[config.mk]
export PLATFORM = sky130hd
export DESIGN_NAME = sevenseg_scan8
export DESIGN_NICKNAME = d
export VERILOG_FILES = /design/src/rtl/sevenseg_pkg.sv /design/src/rtl/sevenseg_ext_n.sv /design/src/rtl/sevenseg_scan8.sv
export SDC_FILE = /design/constraint.sdc
export NUM_CORES = 1
export LEC_CHECK = 0
export CAP_MARGIN = 15
export CORE_UTILIZATION = 45
export CTS_BUF_LIST = sky130_fd_sc_hd__clkbuf_4 sky130_fd_sc_hd__clkbuf_8 sky130_fd_sc_hd__clkbuf_16
export DETAILED_ROUTE_END_ITERATION = 10
export PLACE_DENSITY_LB_ADDON = 0.08
export SYNTH_ARGS = -nofsm -noshare
export SYNTH_HDL_FRONTEND = slang
export SYNTH_SLANG_ARGS = --single-unit
[constraint.sdc]
create_clock -name clk -period 3.6 [get_ports clk]
set_input_delay 0.54 -clock clk [delete_from_list [all_inputs] [get_ports clk]]
set_output_delay 0.54 -clock clk [all_outputs]
set_load 0.05 [all_outputs]
[src/rtl/sevenseg_pkg.sv]
// Shared types and glyph table for the seven-segment scan controller.
// Digit code format: [3:0] hex value, [4] dp lit, [5] minus sign, [6] blank (overrides all).
package sevenseg_pkg;

  localparam int unsigned NUM_DIGITS = 8;
  localparam int unsigned DIGIT_W    = 7;
  localparam int unsigned IDX_W      = 3;

  typedef logic [6:0] digit_t;
  typedef enum logic {BLANK, ON} scan_state_t;

  // Active-high segment pattern for a hex nibble, bit 0 = a ... bit 6 = g.
  function automatic logic [6:0] hex_glyph(input logic [3:0] v);
    logic [6:0] g;
    case (v)
      4'h0: g = 7'h3F;
      4'h1: g = 7'h06;
      4'h2: g = 7'h5B;
      4'h3: g = 7'h4F;
      4'h4: g = 7'h66;
      4'h5: g = 7'h6D;
      4'h6: g = 7'h7D;
      4'h7: g = 7'h07;
      4'h8: g = 7'h7F;
      4'h9: g = 7'h6F;
      4'hA: g = 7'h77;
      4'hB: g = 7'h7C;
      4'hC: g = 7'h39;
      4'hD: g = 7'h5E;
      4'hE: g = 7'h79;
      default: g = 7'h71;
    endcase
    return g;
  endfunction

endpackage

[src/rtl/sevenseg_ext_n.sv]
// Combinational decoder from a digit code to active-low segments and decimal point.
module sevenseg_ext_n
  import sevenseg_pkg::*;
(
  input  digit_t     code,
  output logic [6:0] segs_n_c,
  output logic       dp_n_c
);

  always_comb begin
    segs_n_c = ~hex_glyph(code[3:0]);
    if (code[6]) begin
      segs_n_c = 7'h7F;
    end else if (code[5]) begin
      segs_n_c = 7'h3F;
    end
    dp_n_c = code[6] | ~code[4];
  end

endmodule

[src/rtl/sevenseg_scan8.sv]
// Eight-digit multiplexed scan controller with blanking gaps and frame-aligned double buffering.
module sevenseg_scan8
  import sevenseg_pkg::*;
#(
  parameter int unsigned DIG_CYCLES   = 100_000,
  parameter int unsigned BLANK_CYCLES = 1_000
) (
  input  logic                            clk,
  input  logic                            rst_n,
  input  logic [NUM_DIGITS*DIGIT_W-1:0]   digits,
  input  logic                            load,
  input  logic [NUM_DIGITS-1:0]           en_mask,
  output logic [6:0]                      segs_n,
  output logic                            dp_n,
  output logic [NUM_DIGITS-1:0]           an_n,
  output logic                            frame_tick
);

  localparam int unsigned BUF_W   = NUM_DIGITS * DIGIT_W;
  localparam int unsigned MAX_CYC = (DIG_CYCLES > BLANK_CYCLES) ? DIG_CYCLES : BLANK_CYCLES;
  localparam int unsigned CNT_W   = (MAX_CYC > 1) ? $clog2(MAX_CYC) : 1;

  scan_state_t      state, state_nxt;
  logic [CNT_W-1:0] cnt, cnt_nxt;
  logic [IDX_W-1:0] idx, idx_nxt;
  logic [BUF_W-1:0] shadow, active, active_nxt;
  logic             pending;
  logic             frame_end_c;
  digit_t           cur_code;
  logic [6:0]       dec_segs_n;
  logic             dec_dp_n;

  // Phase sequencing; the registered outputs trail this state by one clock.
  always_comb begin
    state_nxt   = state;
    cnt_nxt     = cnt + CNT_W'(1);
    idx_nxt     = idx;
    frame_end_c = 1'b0;
    case (state)
      BLANK: begin
        if (cnt == CNT_W'(BLANK_CYCLES - 1)) begin
          state_nxt = ON;
          cnt_nxt   = '0;
        end
      end
      ON: begin
        if (cnt == CNT_W'(DIG_CYCLES - 1)) begin
          state_nxt   = BLANK;
          cnt_nxt     = '0;
          idx_nxt     = idx + IDX_W'(1);
          frame_end_c = (idx == IDX_W'(NUM_DIGITS - 1));
        end
      end
      default: begin
        state_nxt = BLANK;
        cnt_nxt   = '0;
      end
    endcase
  end

  always_ff @(posedge clk or negedge rst_n) begin
    if (!rst_n) begin
      state <= BLANK;
      cnt   <= '0;
      idx   <= '0;
    end else begin
      state <= state_nxt;
      cnt   <= cnt_nxt;
      idx   <= idx_nxt;
    end
  end

  // frame_tick marks the last displayed cycle; the following edge is the frame boundary.
  always_comb begin
    active_nxt = active;
    if (frame_tick) begin
      if (load) begin
        active_nxt = digits;
      end else if (pending) begin
        active_nxt = shadow;
      end
    end
  end

  assign cur_code = active_nxt[32'(idx) * DIGIT_W +: DIGIT_W];

  sevenseg_ext_n u_dec (
    .code     (cur_code),
    .segs_n_c (dec_segs_n),
    .dp_n_c   (dec_dp_n)
  );

  always_ff @(posedge clk or negedge rst_n) begin
    if (!rst_n) begin
      shadow  <= '0;
      active  <= '0;
      pending <= 1'b0;
    end else begin
      active <= active_nxt;
      if (load) begin
        shadow  <= digits;
        pending <= ~frame_tick;
      end else if (frame_tick) begin
        pending <= 1'b0;
      end
    end
  end

  // Segments refresh only on the first blanking cycle, so they settle before the anode drives.
  always_ff @(posedge clk or negedge rst_n) begin
    if (!rst_n) begin
      segs_n     <= 7'h7F;
      dp_n       <= 1'b1;
      an_n       <= '1;
      frame_tick <= 1'b0;
    end else begin
      frame_tick <= frame_end_c;
      if (state == BLANK) begin
        an_n <= '1;
        if (cnt == '0) begin
          segs_n <= dec_segs_n;
          dp_n   <= dec_dp_n;
        end
      end else if (cnt == '0) begin
        an_n <= en_mask[idx] ? ~(NUM_DIGITS'(1) << idx) : '1;
      end
    end
  end

endmodule

==> results of run 1 <==
cell families (layout without fill, tap and decap cells):
group | count (synthesis) | in the layout | share of synthesized area [%]
AO/OA/AOI/OAI | 108 | 108 | 10.43
AND/OR/NAND/NOR | 246 | 246 | 16.36
adder cells (fa/ha/maj) | 15 | 15 | 2.572
flip-flops | 151 | 151 | 52.07
multiplexers | 78 | 78 | 12.93
XOR/XNOR | 16 | 16 | 1.921
buffers and inverters | 64 | 158 | 3.721
worst max path at each step:
stage               slack, ps        end  cells after the start
floorplan                 400  segs_n[5]                     13
global placement          360  segs_n[0]                      9
detailed placement        240  segs_n[0]                      9
CTS                       260  segs_n[0]                      8
global route                8  segs_n[5]                      8
finish                    180  segs_n[0]                      8
registers in the layout, summed over array words and instances (netlist names):
register / cells
frame_tick: 1
idx: 3
shadow: 56
active: 56
cnt: 17
dp_n: 1
segs_n: 7
state: 1
an_n: 8
pending: 1
cells in the mapped netlist (all sizes together) (7+ instances only):
cell type	number	area [um^2]
mux4	8	180.2
a21oi	14	70.07
or3b	7	61.31
o21ai	24	123.9
xor2	10	87.58
clkbuf	18	67.56
nand4	11	68.82
dfstp	16	420.4
inv	23	86.33
buf	22	113.9
nor3	9	45.04
mux2i	20	200.2
mux2	50	563.0
and3	8	50.05
nor2	38	142.6
nand4b	7	61.31
nand2	104	392.9
a32oi	12	105.1
o22ai	25	156.4
nand2b	11	68.82
ha	15	187.7
dfrtp	135	3378
nand3	31	155.2
a211oi	7	80.08
per-layer routing:
layer	global-route usage, %	wire, um
met5	0	0
met1	28.49	7810
met3	5.822	848
met2	37.38	8454
met4	7.682	304
worst max-delay path, stage by stage (launching register included):
cell,delay (ps)
sky130_fd_sc_hd__dfrtp_1,740
sky130_fd_sc_hd__nor2b_1,860
sky130_fd_sc_hd__a32oi_1,210
sky130_fd_sc_hd__nand3_1,180
sky130_fd_sc_hd__mux2i_1,130
sky130_fd_sc_hd__a211oi_4,540
sky130_fd_sc_hd__nor2_1,120
sky130_fd_sc_hd__a221oi_1,420
sky130_fd_sc_hd__a21oi_1,130
through the flow:
step / cell area (um^2) / std cells / worst slack (ps) / power, mW / util, %
floorplan: 7296 / 678 / 397.4 / 1.905 / -
global placement: 8369 / 956 / 362.2 / 2.044 / 52.88
detailed placement: 8369 / 956 / 236.4 / 2.052 / 52.88
CTS: 9001 / 988 / 257.8 / 3.943 / 56.87
global route: 9001 / 988 / 7.817 / 4.041 / 56.87
finish: 9001 / 988 / 185.0 / 3.903 / 56.87
where the power goes:
part	switching [mW]	leakage, nW	internal (mW)
clock	0.712	0.302	1.17
combinational	0.104	1.81	0.127
sequential	0.0265	1.81	1.76
layout make-up:
| cell class | instances | share of cell area [%] |
|---|---|---|
| clock inverters | 10 | 1.599 |
| multi-input cells | 463 | 35.84 |
| flip-flops and latches | 151 | 42.20 |
| repair buffers | 102 | 10.94 |
| inverters | 24 | 1.001 |
| well taps | 216 | 3.003 |
| clock buffers | 22 | 5.421 |
==> impl_metrics.prom, run 1 <==
# TYPE chip_impl_metric gauge
chip_impl_metric{name="synth_edf_count",unit=""} 0
chip_impl_metric{name="vias",unit=""} 5416
chip_impl_metric{name="finClkSkew",unit="ps"} 7.908
chip_impl_metric{name="synth_area_per_cell",unit="um^2"} 10.76
chip_impl_metric{name="synth_area",unit="um^2"} 7296
chip_impl_info{name="cts_root_buf",value="sky130_fd_sc_hd__clkbuf_16"} 1
chip_impl_metric{name="via_per_inst",unit=""} 5.482
chip_impl_metric{name="floorplan.rows",unit=""} 46
chip_impl_metric{name="final.fill_count",unit=""} 1351
chip_impl_metric{name="synthToLayoutAreaGrowth",unit="%"} 23.38
chip_impl_metric{name="ys_ff_latch",unit=""} 151
chip_impl_metric{name="drt.antenna.violating_nets",unit=""} 0
chip_impl_metric{name="fin_crit_sh",unit="%"} 94.86
chip_impl_info{name="capture_point_of_the_worst_reg_to_reg_path",value="segs_n[0]"} 1
chip_impl_metric{name="design.final.nets",unit=""} 841
chip_impl_metric{name="synth_cell_types",unit=""} 60
chip_impl_info{name="worstReg2RegStart",value="pending"} 1
chip_impl_metric{name="reg2regPathDepth",unit=""} 8
chip_impl_metric{name="route.detailed.drc",unit=""} 0
chip_impl_metric{name="cts.sinks",unit=""} 151
chip_impl_metric{name="cts.path.max_buffers",unit=""} 2
chip_impl_metric{name="synthArstFlopShare",unit="%"} 100.0
chip_impl_metric{name="setup_viol_count_final",unit=""} 0
chip_impl_metric{name="syn_inst",unit=""} 678
chip_impl_metric{name="floorplan.core_area",unit="um^2"} 15830
chip_impl_metric{name="diodes",unit=""} 0
chip_impl_metric{name="numCtsBuffers",unit=""} 17
chip_impl_metric{name="post_route_cells_drive_above_1_share",unit="%"} 17.62
chip_impl_info{name="mostFrequentLayoutCells",value="sky130_fd_sc_hd__dfrtp_1, sky130_fd_sc_hd__nand2_1, sky130_fd_sc_hd__clkdlybuf4s50_1, sky130_fd_sc_hd__mux2_2, sky130_fd_sc_hd__nor2_1"} 1
chip_impl_metric{name="r2r_slack",unit="ps"} 180
chip_impl_metric{name="total_leakage_power",unit="nW"} 3.916
chip_impl_info{name="tritoncts",value="yes"} 1
chip_impl_metric{name="chipHeight",unit="um"} 129.3
chip_impl_metric{name="worst_setup_hold_path_clk_slew",unit="ps"} 60
chip_impl_metric{name="hold_slack",unit="ps"} 74.16
chip_impl_metric{name="multiInputGateArea",unit="um^2"} 3226
chip_impl_metric{name="grt_pass1_wl",unit="um"} 28360
chip_impl_metric{name="grt_max_degree",unit=""} 68
chip_impl_info{name="endpoint_kind",value="flop"} 1
chip_impl_metric{name="grt_util_all_layers",unit="%"} 22.47
chip_impl_metric{name="detail_route.first_pass.iterations",unit=""} 5
chip_impl_metric{name="total_global_routing_overflow",unit=""} 0
chip_impl_metric{name="die_width",unit="um"} 129.3
chip_impl_info{name="cp-startpoint",value="pending"} 1
chip_impl_metric{name="skew_pair_late_insertion_delay",unit="ps"} 430
chip_impl_metric{name="worst_ir_drop_vdd",unit="uV"} 364.8
chip_impl_metric{name="drt-initial-drc-count",unit=""} 352
chip_impl_metric{name="antenna_found_initial",unit=""} 0
chip_impl_metric{name="post_cts_resize_count",unit=""} 0
chip_impl_metric{name="fmaxAchievable",unit="MHz"} 292.8
chip_impl_metric{name="critPathRequiredTime",unit="ps"} 3940
chip_impl_info{name="timing.setup.critical_path_class",value="flop to flop"} 1
chip_impl_metric{name="pwr_density_cell",unit="nW/um^2"} 433.6
chip_impl_metric{name="detailed_place_hpwl",unit="um"} 12020
chip_impl_metric{name="num_io_pins",unit=""} 84
chip_impl_metric{name="synth-seq-area-share",unit="%"} 52.07
chip_impl_metric{name="least_margin_pin_slew",unit="ps"} 1041
chip_impl_metric{name="postCtsSetupBuffers",unit=""} 0
chip_impl_info{name="ys_dominant_reg_cell",value="sky130_fd_sc_hd__dfrtp_1"} 1
chip_impl_metric{name="timing.final.hold_violations",unit=""} 0
chip_impl_metric{name="period_minus_slack",unit="ps"} 3415
chip_impl_metric{name="route.final.wire_length",unit="um"} 17420
chip_impl_metric{name="timing.setup.tns",unit="ps"} 0
chip_impl_metric{name="crit_fanout",unit=""} 17
chip_impl_metric{name="grt_pass1_vias",unit=""} 5508
chip_impl_metric{name="ctsHtreeMaxLevel",unit=""} 4
chip_impl_metric{name="routedWlPerCell",unit="um"} 17.63
chip_impl_metric{name="synth_warnings",unit=""} 0
chip_impl_metric{name="start_util",unit="%"} 46.09
chip_impl_info{name="run_status",value="finished clean"} 1
chip_impl_info{name="timing.hold.worst.class",value="input pin to asynchronous set/reset pin"} 1
chip_impl_info{name="mostFrequentLayoutCell",value="sky130_fd_sc_hd__dfrtp_1"} 1
chip_impl_metric{name="timing.final.max_slew_violations",unit=""} 0
chip_impl_metric{name="worst_slew_margin_rel",unit="%"} 30.34
chip_impl_metric{name="die_area",unit="um^2"} 16730
chip_impl_metric{name="cp_data_arrival_time",unit="ps"} 3760
chip_impl_info{name="worstSetupStartpointType",value="flop"} 1
chip_impl_metric{name="ff_latch_area",unit="um^2"} 3799
chip_impl_metric{name="max_cap_viol_count",unit=""} 0
chip_impl_metric{name="postCtsHoldBufs",unit=""} 0
chip_impl_metric{name="place.gp.congestion",unit=""} 0.8335
chip_impl_metric{name="synth_fp_nets",unit=""} 760
chip_impl_metric{name="buffer_ports.inserted",unit=""} 83
chip_impl_info{name="unrepaired_setup_endpoints_after_global_routing",value="false"} 1
Power figures use the tool's default switching activity.
==> run 2: changes to the inputs <==
clock period = 4.4 ns   (was 3.6 ns; I/O delays follow)
==> run 2 against run 1 <==
Net effect: design area shrank 0.68%; power decreased by 20%; register-to-register slack gained 620 ps; die area unchanged; highest routed layer unchanged; maximum frequency is 5.0% lower.
==> impl_metrics.prom, run 2 (synthesis gave the netlist of run 1 again) <==
# TYPE chip_impl_metric gauge
chip_impl_metric{name="drt.antenna.violating_nets",unit=""} 0
chip_impl_metric{name="finClkSkew",unit="ps"} 9.625
chip_impl_metric{name="numPlacedInstances",unit=""} 953
chip_impl_info{name="worstReg2RegStart",value="pending"} 1
chip_impl_metric{name="cp_data_arrival_time",unit="ps"} 3940
chip_impl_metric{name="diodes",unit=""} 0
chip_impl_metric{name="critPathRequiredTime",unit="ps"} 4750
chip_impl_metric{name="vias",unit=""} 5389
chip_impl_info{name="endpoint_kind",value="flop"} 1
chip_impl_metric{name="detail_route.first_pass.iterations",unit=""} 5
chip_impl_metric{name="skew_pair_late_insertion_delay",unit="ps"} 430
chip_impl_metric{name="postCtsHoldBufs",unit=""} 0
chip_impl_metric{name="grt_max_degree",unit=""} 66
chip_impl_metric{name="least_margin_pin_slew",unit="ps"} 1018
chip_impl_metric{name="total_global_routing_overflow",unit=""} 0
chip_impl_info{name="biggestRegsByFlops",value="active (56), shadow (56), cnt (17)"} 1
chip_impl_metric{name="timing.final.max_slew_violations",unit=""} 0
chip_impl_metric{name="chipHeight",unit="um"} 129.3
chip_impl_metric{name="timing.final.hold_violations",unit=""} 0
chip_impl_metric{name="numCtsBuffers",unit=""} 17
chip_impl_metric{name="period_minus_slack",unit="ps"} 3596
chip_impl_metric{name="detailed_place_hpwl",unit="um"} 11580
chip_impl_metric{name="cts.path.max_buffers",unit=""} 2
chip_impl_metric{name="final_core_utilization",unit="%"} 56.48
chip_impl_metric{name="route.final.wire_length",unit="um"} 16920
chip_impl_metric{name="worst_ir_drop_vdd",unit="uV"} 333.3
chip_impl_metric{name="num_io_pins",unit=""} 84
chip_impl_metric{name="r2r_slack",unit="ps"} 800
chip_impl_metric{name="worst_slew_margin_rel",unit="%"} 31.60
chip_impl_metric{name="setup_viol_count_final",unit=""} 0
chip_impl_metric{name="start_util",unit="%"} 46.09
chip_impl_metric{name="die_area",unit="um^2"} 16730
chip_impl_info{name="worstSetupStartpointType",value="flop"} 1
chip_impl_metric{name="antenna_found_initial",unit=""} 0
chip_impl_metric{name="reg2regPathDepth",unit=""} 9
chip_impl_metric{name="floorplan.core_area",unit="um^2"} 15830
chip_impl_info{name="tritoncts",value="yes"} 1
chip_impl_metric{name="die_width",unit="um"} 129.3
chip_impl_info{name="cts_root_buf",value="sky130_fd_sc_hd__clkbuf_16"} 1
chip_impl_info{name="capture_point_of_the_worst_reg_to_reg_path",value="segs_n[2]"} 1
chip_impl_metric{name="post_route_cells_drive_above_1_share",unit="%"} 17.30
chip_impl_info{name="mostFrequentLayoutCells",value="sky130_fd_sc_hd__dfrtp_1, sky130_fd_sc_hd__nand2_1, sky130_fd_sc_hd__clkdlybuf4s50_1, sky130_fd_sc_hd__mux2_2, sky130_fd_sc_hd__nor2_1"} 1
chip_impl_metric{name="fin_cells",unit=""} 985
chip_impl_metric{name="cts.sinks",unit=""} 151
chip_impl_metric{name="buffer_ports.inserted",unit=""} 83
chip_impl_metric{name="final.fill_count",unit=""} 1324
chip_impl_info{name="unrepaired_setup_endpoints_after_global_routing",value="false"} 1
chip_impl_metric{name="pwr_density_cell",unit="nW/um^2"} 349.1
chip_impl_metric{name="fin_crit_sh",unit="%"} 81.73
chip_impl_metric{name="crit_fanout",unit=""} 19
chip_impl_metric{name="postCtsSetupBuffers",unit=""} 0
chip_impl_info{name="timing.setup.critical_path_class",value="flop to flop"} 1
chip_impl_metric{name="grt_pass1_wl",unit="um"} 27790
chip_impl_metric{name="post_cts_resize_count",unit=""} 0
chip_impl_metric{name="max_cap_viol_count",unit=""} 0
chip_impl_metric{name="routedWlPerCell",unit="um"} 17.18
chip_impl_info{name="mostFrequentLayoutCell",value="sky130_fd_sc_hd__dfrtp_1"} 1
chip_impl_metric{name="grt_pass1_vias",unit=""} 5528
chip_impl_metric{name="timing.setup.tns",unit="ps"} 0
chip_impl_info{name="timing.hold.worst.class",value="input pin to asynchronous set/reset pin"} 1
chip_impl_metric{name="post-layout-total-power",unit="mW"} 3.121
chip_impl_metric{name="grt_util_all_layers",unit="%"} 21.84
chip_impl_metric{name="drt-initial-drc-count",unit=""} 270
chip_impl_metric{name="via_per_inst",unit=""} 5.471
chip_impl_metric{name="place.gp.congestion",unit=""} 0.8177
chip_impl_metric{name="worst_setup_hold_path_clk_slew",unit="ps"} 60
chip_impl_metric{name="total_leakage_power",unit="nW"} 3.888
chip_impl_info{name="run_status",value="finished clean"} 1
chip_impl_metric{name="floorplan.rows",unit=""} 46
chip_impl_metric{name="fmaxAchievable",unit="MHz"} 278.1
chip_impl_metric{name="design.final.nets",unit=""} 838
chip_impl_metric{name="route.detailed.drc",unit=""} 0
chip_impl_metric{name="ctsHtreeMaxLevel",unit=""} 4
chip_impl_metric{name="synthToLayoutAreaGrowth",unit="%"} 22.53
-- run 2: cell count changes in the layout (fill, tap and decap cells not counted), sizes merged --
cell,change
clkinv,+2
clkbuf,-2
inv,+2
clkinvlp,-1
buf,-3
bufinv,-1
-- run 2: how the worst max path moves through the flow --
stage	from	end	slack, ps	depth (start not counted)
3_5_place_dp	load	segs_n[5]	490	11
2_1_floorplan	frame_tick	segs_n[5]	1200	13
3_3_place_gp	load	segs_n[5]	600	11
6_report	pending	segs_n[2]	800	9
4_1_cts	pending	segs_n[2]	790	9
5_1_grt	pending	segs_n[2]	550	9
-- run 2: metrics by stage --
stage	instance area, um^2	hold slack, ps	setup WS (ps)
floorplan	7296	364.4	1197
global placement	8334	450.8	604.5
finish	8940	214.5	803.8
detailed placement	8334	462.9	486.0
global route	8940	242.8	545.1
CTS	8940	234.1	791.2
-- run 2: worst max-delay path, stage by stage, from the launching register on --
cell                       delay, ps
sky130_fd_sc_hd__dfrtp_1         620
sky130_fd_sc_hd__buf_4           320
sky130_fd_sc_hd__nand2_1         350
sky130_fd_sc_hd__o22ai_1         220
sky130_fd_sc_hd__a21oi_1         120
sky130_fd_sc_hd__mux4_2          500
sky130_fd_sc_hd__a211oi_2        710
sky130_fd_sc_hd__nor2b_1         220
sky130_fd_sc_hd__a221oi_1        370
sky130_fd_sc_hd__nor2_1           70
-- run 2: area by class of cell --
cell class                      count  area, um^2  area share, %
Tap cell                          216       270.3          3.023
Timing Repair Buffer               99       949.7          10.62
Clock buffer                       20       460.4          5.150
Sequential cell                   151        3799          42.49
Clock inverter                     12       145.1          1.624
Inverter                           24       90.09          1.008
Multi-Input combinational cell    463        3226          36.08
-- run 2: where the power goes --
part | internal [mW] | leakage [nW] | switching [mW] | total (mW)
sequential | 1.44 | 1.81 | 0.0209 | 1.46
clock | 0.879 | 0.291 | 0.593 | 1.47
combinational | 0.102 | 1.79 | 0.0850 | 0.187
total | 2.42 | 3.89 | 0.699 | 3.12
-- run 2: routing by layer --
metal | wire length, um | GRT usage (%)
met1 | 7603 | 28.10
met2 | 8143 | 35.61
met3 | 863 | 5.945
met4 | 312 | 7.543
met5 | 0 | 0
==> run 3: changes to the inputs <==
clock period = 2.9 ns   (was 4.4 ns; I/O delays follow)
==> run 3 against run 2 <==
Net effect: count of clock-buffer cells in the layout grew 3; clock skew shrank 1.7 ps; utilization grew 1.8 points; wire length grew 5.1%; sequential share of layout area shrank 1.3 points; first-iteration DRC count grew 6.3%; critical path depth shrank 1; final cell count grew 3.9%; global-route usage grew 0.91 points; largest cell class unchanged; combinational power grew 59%.
==> impl_metrics.prom, run 3 (synthesis gave the netlist of run 1 again) <==
# TYPE chip_impl_metric gauge
chip_impl_metric{name="least_margin_pin_slew",unit="ps"} 584.1
chip_impl_info{name="timing.hold.worst.class",value="input pin to asynchronous set/reset pin"} 1
chip_impl_metric{name="timing.setup.tns",unit="ps"} 0
chip_impl_metric{name="detailed_place_hpwl",unit="um"} 12560
chip_impl_info{name="unrepaired_setup_endpoints_after_global_routing",value="false"} 1
chip_impl_metric{name="via_per_inst",unit=""} 5.426
chip_impl_metric{name="grt_util_all_layers",unit="%"} 22.75
chip_impl_metric{name="floorplan.core_area",unit="um^2"} 15830
chip_impl_metric{name="max_cap_viol_count",unit=""} 0
chip_impl_info{name="cts_root_buf",value="sky130_fd_sc_hd__clkbuf_16"} 1
chip_impl_metric{name="final_core_utilization",unit="%"} 58.33
chip_impl_metric{name="num_io_pins",unit=""} 84
chip_impl_metric{name="finClkSkew",unit="ps"} 7.899
chip_impl_metric{name="grt_max_degree",unit=""} 91
chip_impl_metric{name="pwr-share-seq",unit="%"} 47.1
chip_impl_metric{name="worst_slew_margin_rel",unit="%"} 61.02
chip_impl_metric{name="internal_power_of_the_cells",unit="mW"} 3.695
chip_impl_info{name="timing.setup.critical_path_class",value="flop to flop"} 1
chip_impl_metric{name="synthToLayoutAreaGrowth",unit="%"} 26.55
chip_impl_metric{name="vias",unit=""} 5551
chip_impl_metric{name="drt-initial-drc-count",unit=""} 287
chip_impl_metric{name="crit_fanout",unit=""} 7
chip_impl_metric{name="post-layout-total-power",unit="mW"} 4.707
chip_impl_metric{name="power_switching_share",unit="%"} 21.50
chip_impl_metric{name="critPathRequiredTime",unit="ps"} 3240
chip_impl_metric{name="critical_path.max_stage_delay",unit="ps"} 530
chip_impl_info{name="mostFrequentLayoutCells",value="sky130_fd_sc_hd__dfrtp_1, sky130_fd_sc_hd__nand2_1, sky130_fd_sc_hd__clkdlybuf4s50_1, sky130_fd_sc_hd__buf_4, sky130_fd_sc_hd__mux2_2"} 1
chip_impl_metric{name="drt.antenna.violating_nets",unit=""} 0
chip_impl_info{name="mostFrequentLayoutCell",value="sky130_fd_sc_hd__dfrtp_1"} 1
chip_impl_metric{name="total_global_routing_overflow",unit=""} 0
chip_impl_metric{name="design.final.nets",unit=""} 877
chip_impl_info{name="worstPathCellList",value="or4_4, nand3b_4, or3_1, a221o_1, a211oi_2, nand2_2, a221oi_1, a21oi_1"} 1
chip_impl_metric{name="place.gp.congestion",unit=""} 0.8021
chip_impl_metric{name="timing.final.hold_violations",unit=""} 0
chip_impl_metric{name="timing.final.max_slew_violations",unit=""} 0
chip_impl_metric{name="route.final.wire_length",unit="um"} 17790
chip_impl_metric{name="cts.sinks",unit=""} 151
chip_impl_metric{name="chipHeight",unit="um"} 129.3
chip_impl_metric{name="ff_latch_area",unit="um^2"} 3800
chip_impl_metric{name="antenna_found_initial",unit=""} 0
chip_impl_metric{name="worst_ir_drop_vdd",unit="uV"} 378.2
chip_impl_metric{name="fin_crit_sh",unit="%"} 95.79
chip_impl_metric{name="setup_viol_count_final",unit=""} 0
chip_impl_metric{name="fmaxAchievable",unit="MHz"} 360.0
chip_impl_metric{name="p_sw",unit="mW"} 1.012
chip_impl_metric{name="post_route_cells_drive_above_1_share",unit="%"} 21.19
chip_impl_metric{name="numCtsBuffers",unit=""} 17
chip_impl_info{name="run_status",value="finished clean"} 1
chip_impl_metric{name="worst_setup_hold_path_clk_slew",unit="ps"} 60
chip_impl_metric{name="detail_route.first_pass.iterations",unit=""} 5
chip_impl_info{name="worstSetupStartpointType",value="flop"} 1
chip_impl_info{name="biggestRegsByFlops",value="active (56), shadow (56), cnt (17)"} 1
chip_impl_metric{name="die_area",unit="um^2"} 16730
chip_impl_metric{name="total_leakage_power",unit="nW"} 4.080
chip_impl_metric{name="grt_pass1_wl",unit="um"} 28910
chip_impl_metric{name="route.detailed.drc",unit=""} 0
chip_impl_metric{name="grt_pass1_vias",unit=""} 5685
chip_impl_metric{name="start_util",unit="%"} 46.09
chip_impl_metric{name="diodes",unit=""} 0
chip_impl_metric{name="post-place-ws",unit="ps"} -169.2
chip_impl_metric{name="setup_slack",unit="ps"} 122.1
chip_impl_metric{name="comb_power_share",unit="%"} 6.3
chip_impl_metric{name="clock_share_of_power",unit="%"} 46.5
chip_impl_metric{name="period_minus_slack",unit="ps"} 2778
chip_impl_metric{name="floorplan.rows",unit=""} 46
chip_impl_metric{name="postCtsSetupBuffers",unit=""} 0
chip_impl_info{name="tritoncts",value="yes"} 1
chip_impl_metric{name="cts.path.max_buffers",unit=""} 2
chip_impl_metric{name="final.fill_count",unit=""} 1341
chip_impl_info{name="critical_path.slowest_cell",value="sky130_fd_sc_hd__or4_4"} 1
chip_impl_metric{name="pwr_density_cell",unit="nW/um^2"} 509.9
chip_impl_metric{name="post_cts_resize_count",unit=""} 0
chip_impl_info{name="endpoint_kind",value="flop"} 1
chip_impl_metric{name="multiInputGateArea",unit="um^2"} 3233
chip_impl_metric{name="routedWlPerCell",unit="um"} 17.39
chip_impl_metric{name="cp_data_arrival_time",unit="ps"} 3120
chip_impl_metric{name="buffer_ports.inserted",unit=""} 83
chip_impl_metric{name="die_width",unit="um"} 129.3
chip_impl_metric{name="skew_pair_late_insertion_delay",unit="ps"} 420
chip_impl_metric{name="ctsHtreeMaxLevel",unit=""} 4
==> run 3: changes by cell type in the layout (fill, tap and decap cells not counted), moves of 2 or more <==
cell / change
sky130_fd_sc_hd__inv_6: -2
sky130_fd_sc_hd__clkbuf_4: +3
sky130_fd_sc_hd__clkinv_2: +3
sky130_fd_sc_hd__clkinv_4: -5
sky130_fd_sc_hd__buf_4: +37
==> run 3: layout make-up <==
cell class,count,area share [%]
Sequential cell,151,41.16
Clock buffer,23,5.231
Clock inverter,8,1.071
Tap cell,216,2.927
Inverter,24,0.9757
Multi-Input combinational cell,463,35.02
Timing Repair Buffer,138,13.62
==> run 3: per-stage QoR <==
stage	hold WS, ps	instance area [um^2]	cells
2_1_floorplan	139.4	7306	678
3_3_place_gp	281.2	8641	991
3_5_place_dp	285.3	8641	991
4_1_cts	411.1	9233	1023
5_1_grt	421.3	9233	1023
6_report	417.7	9233	1023
==> run 3: path summary, 6_finish.rpt <==
| path | start | endpoint | slack [ps] | depth (start not counted) |
|---|---|---|---|---|
| min | rst_n | shadow[44] | 420 | 2 |
| max reg2reg | cnt[11] | segs_n[0] | 120 | 8 |
| max | cnt[11] | segs_n[0] | 120 | 8 |
| min reg2reg | active[53] | active[53] | 470 | 2 |
| min in group clk | load | shadow[29] | 460 | 2 |
| max in group asynchronous | rst_n | an_n[7] | 1680 | 3 |
==> run 3: per-layer routing <==
layer  global-route usage, %  vias to the layer above  wire length, um
li1                        -                     2639                -
met1                   29.38                     2798             8201
met2                   38.33                       96             8705
met3                   4.707                       18              624
met4                   7.266                        0              255
met5                       0                        -                0
==> run 3: critical path: cells and delay by family, from the launching register on <==
kind / cells / cell delay (ps)
AOI/OAI and AO/OA: 4 / 980
and+or+nand+nor: 4 / 1270
DFF: 1 / 440
==> run 3: timing repair <==
item,4_1_cts,5_1_grt
endpoints found under the hold margin,17,0
hold buffers,1,0
endpoints found under the setup margin,0,1
==> run 3: power by group through the flow <==
stage / combinational, mW / sequential, mW / clock, mW
2_1_floorplan: 0.120 / 2.24 / 0
3_3_place_gp: 0.293 / 2.25 / 0
3_5_place_dp: 0.301 / 2.26 / 0
4_1_cts: 0.303 / 2.22 / 2.24
5_1_grt: 0.327 / 2.23 / 2.32
6_report: 0.297 / 2.22 / 2.19
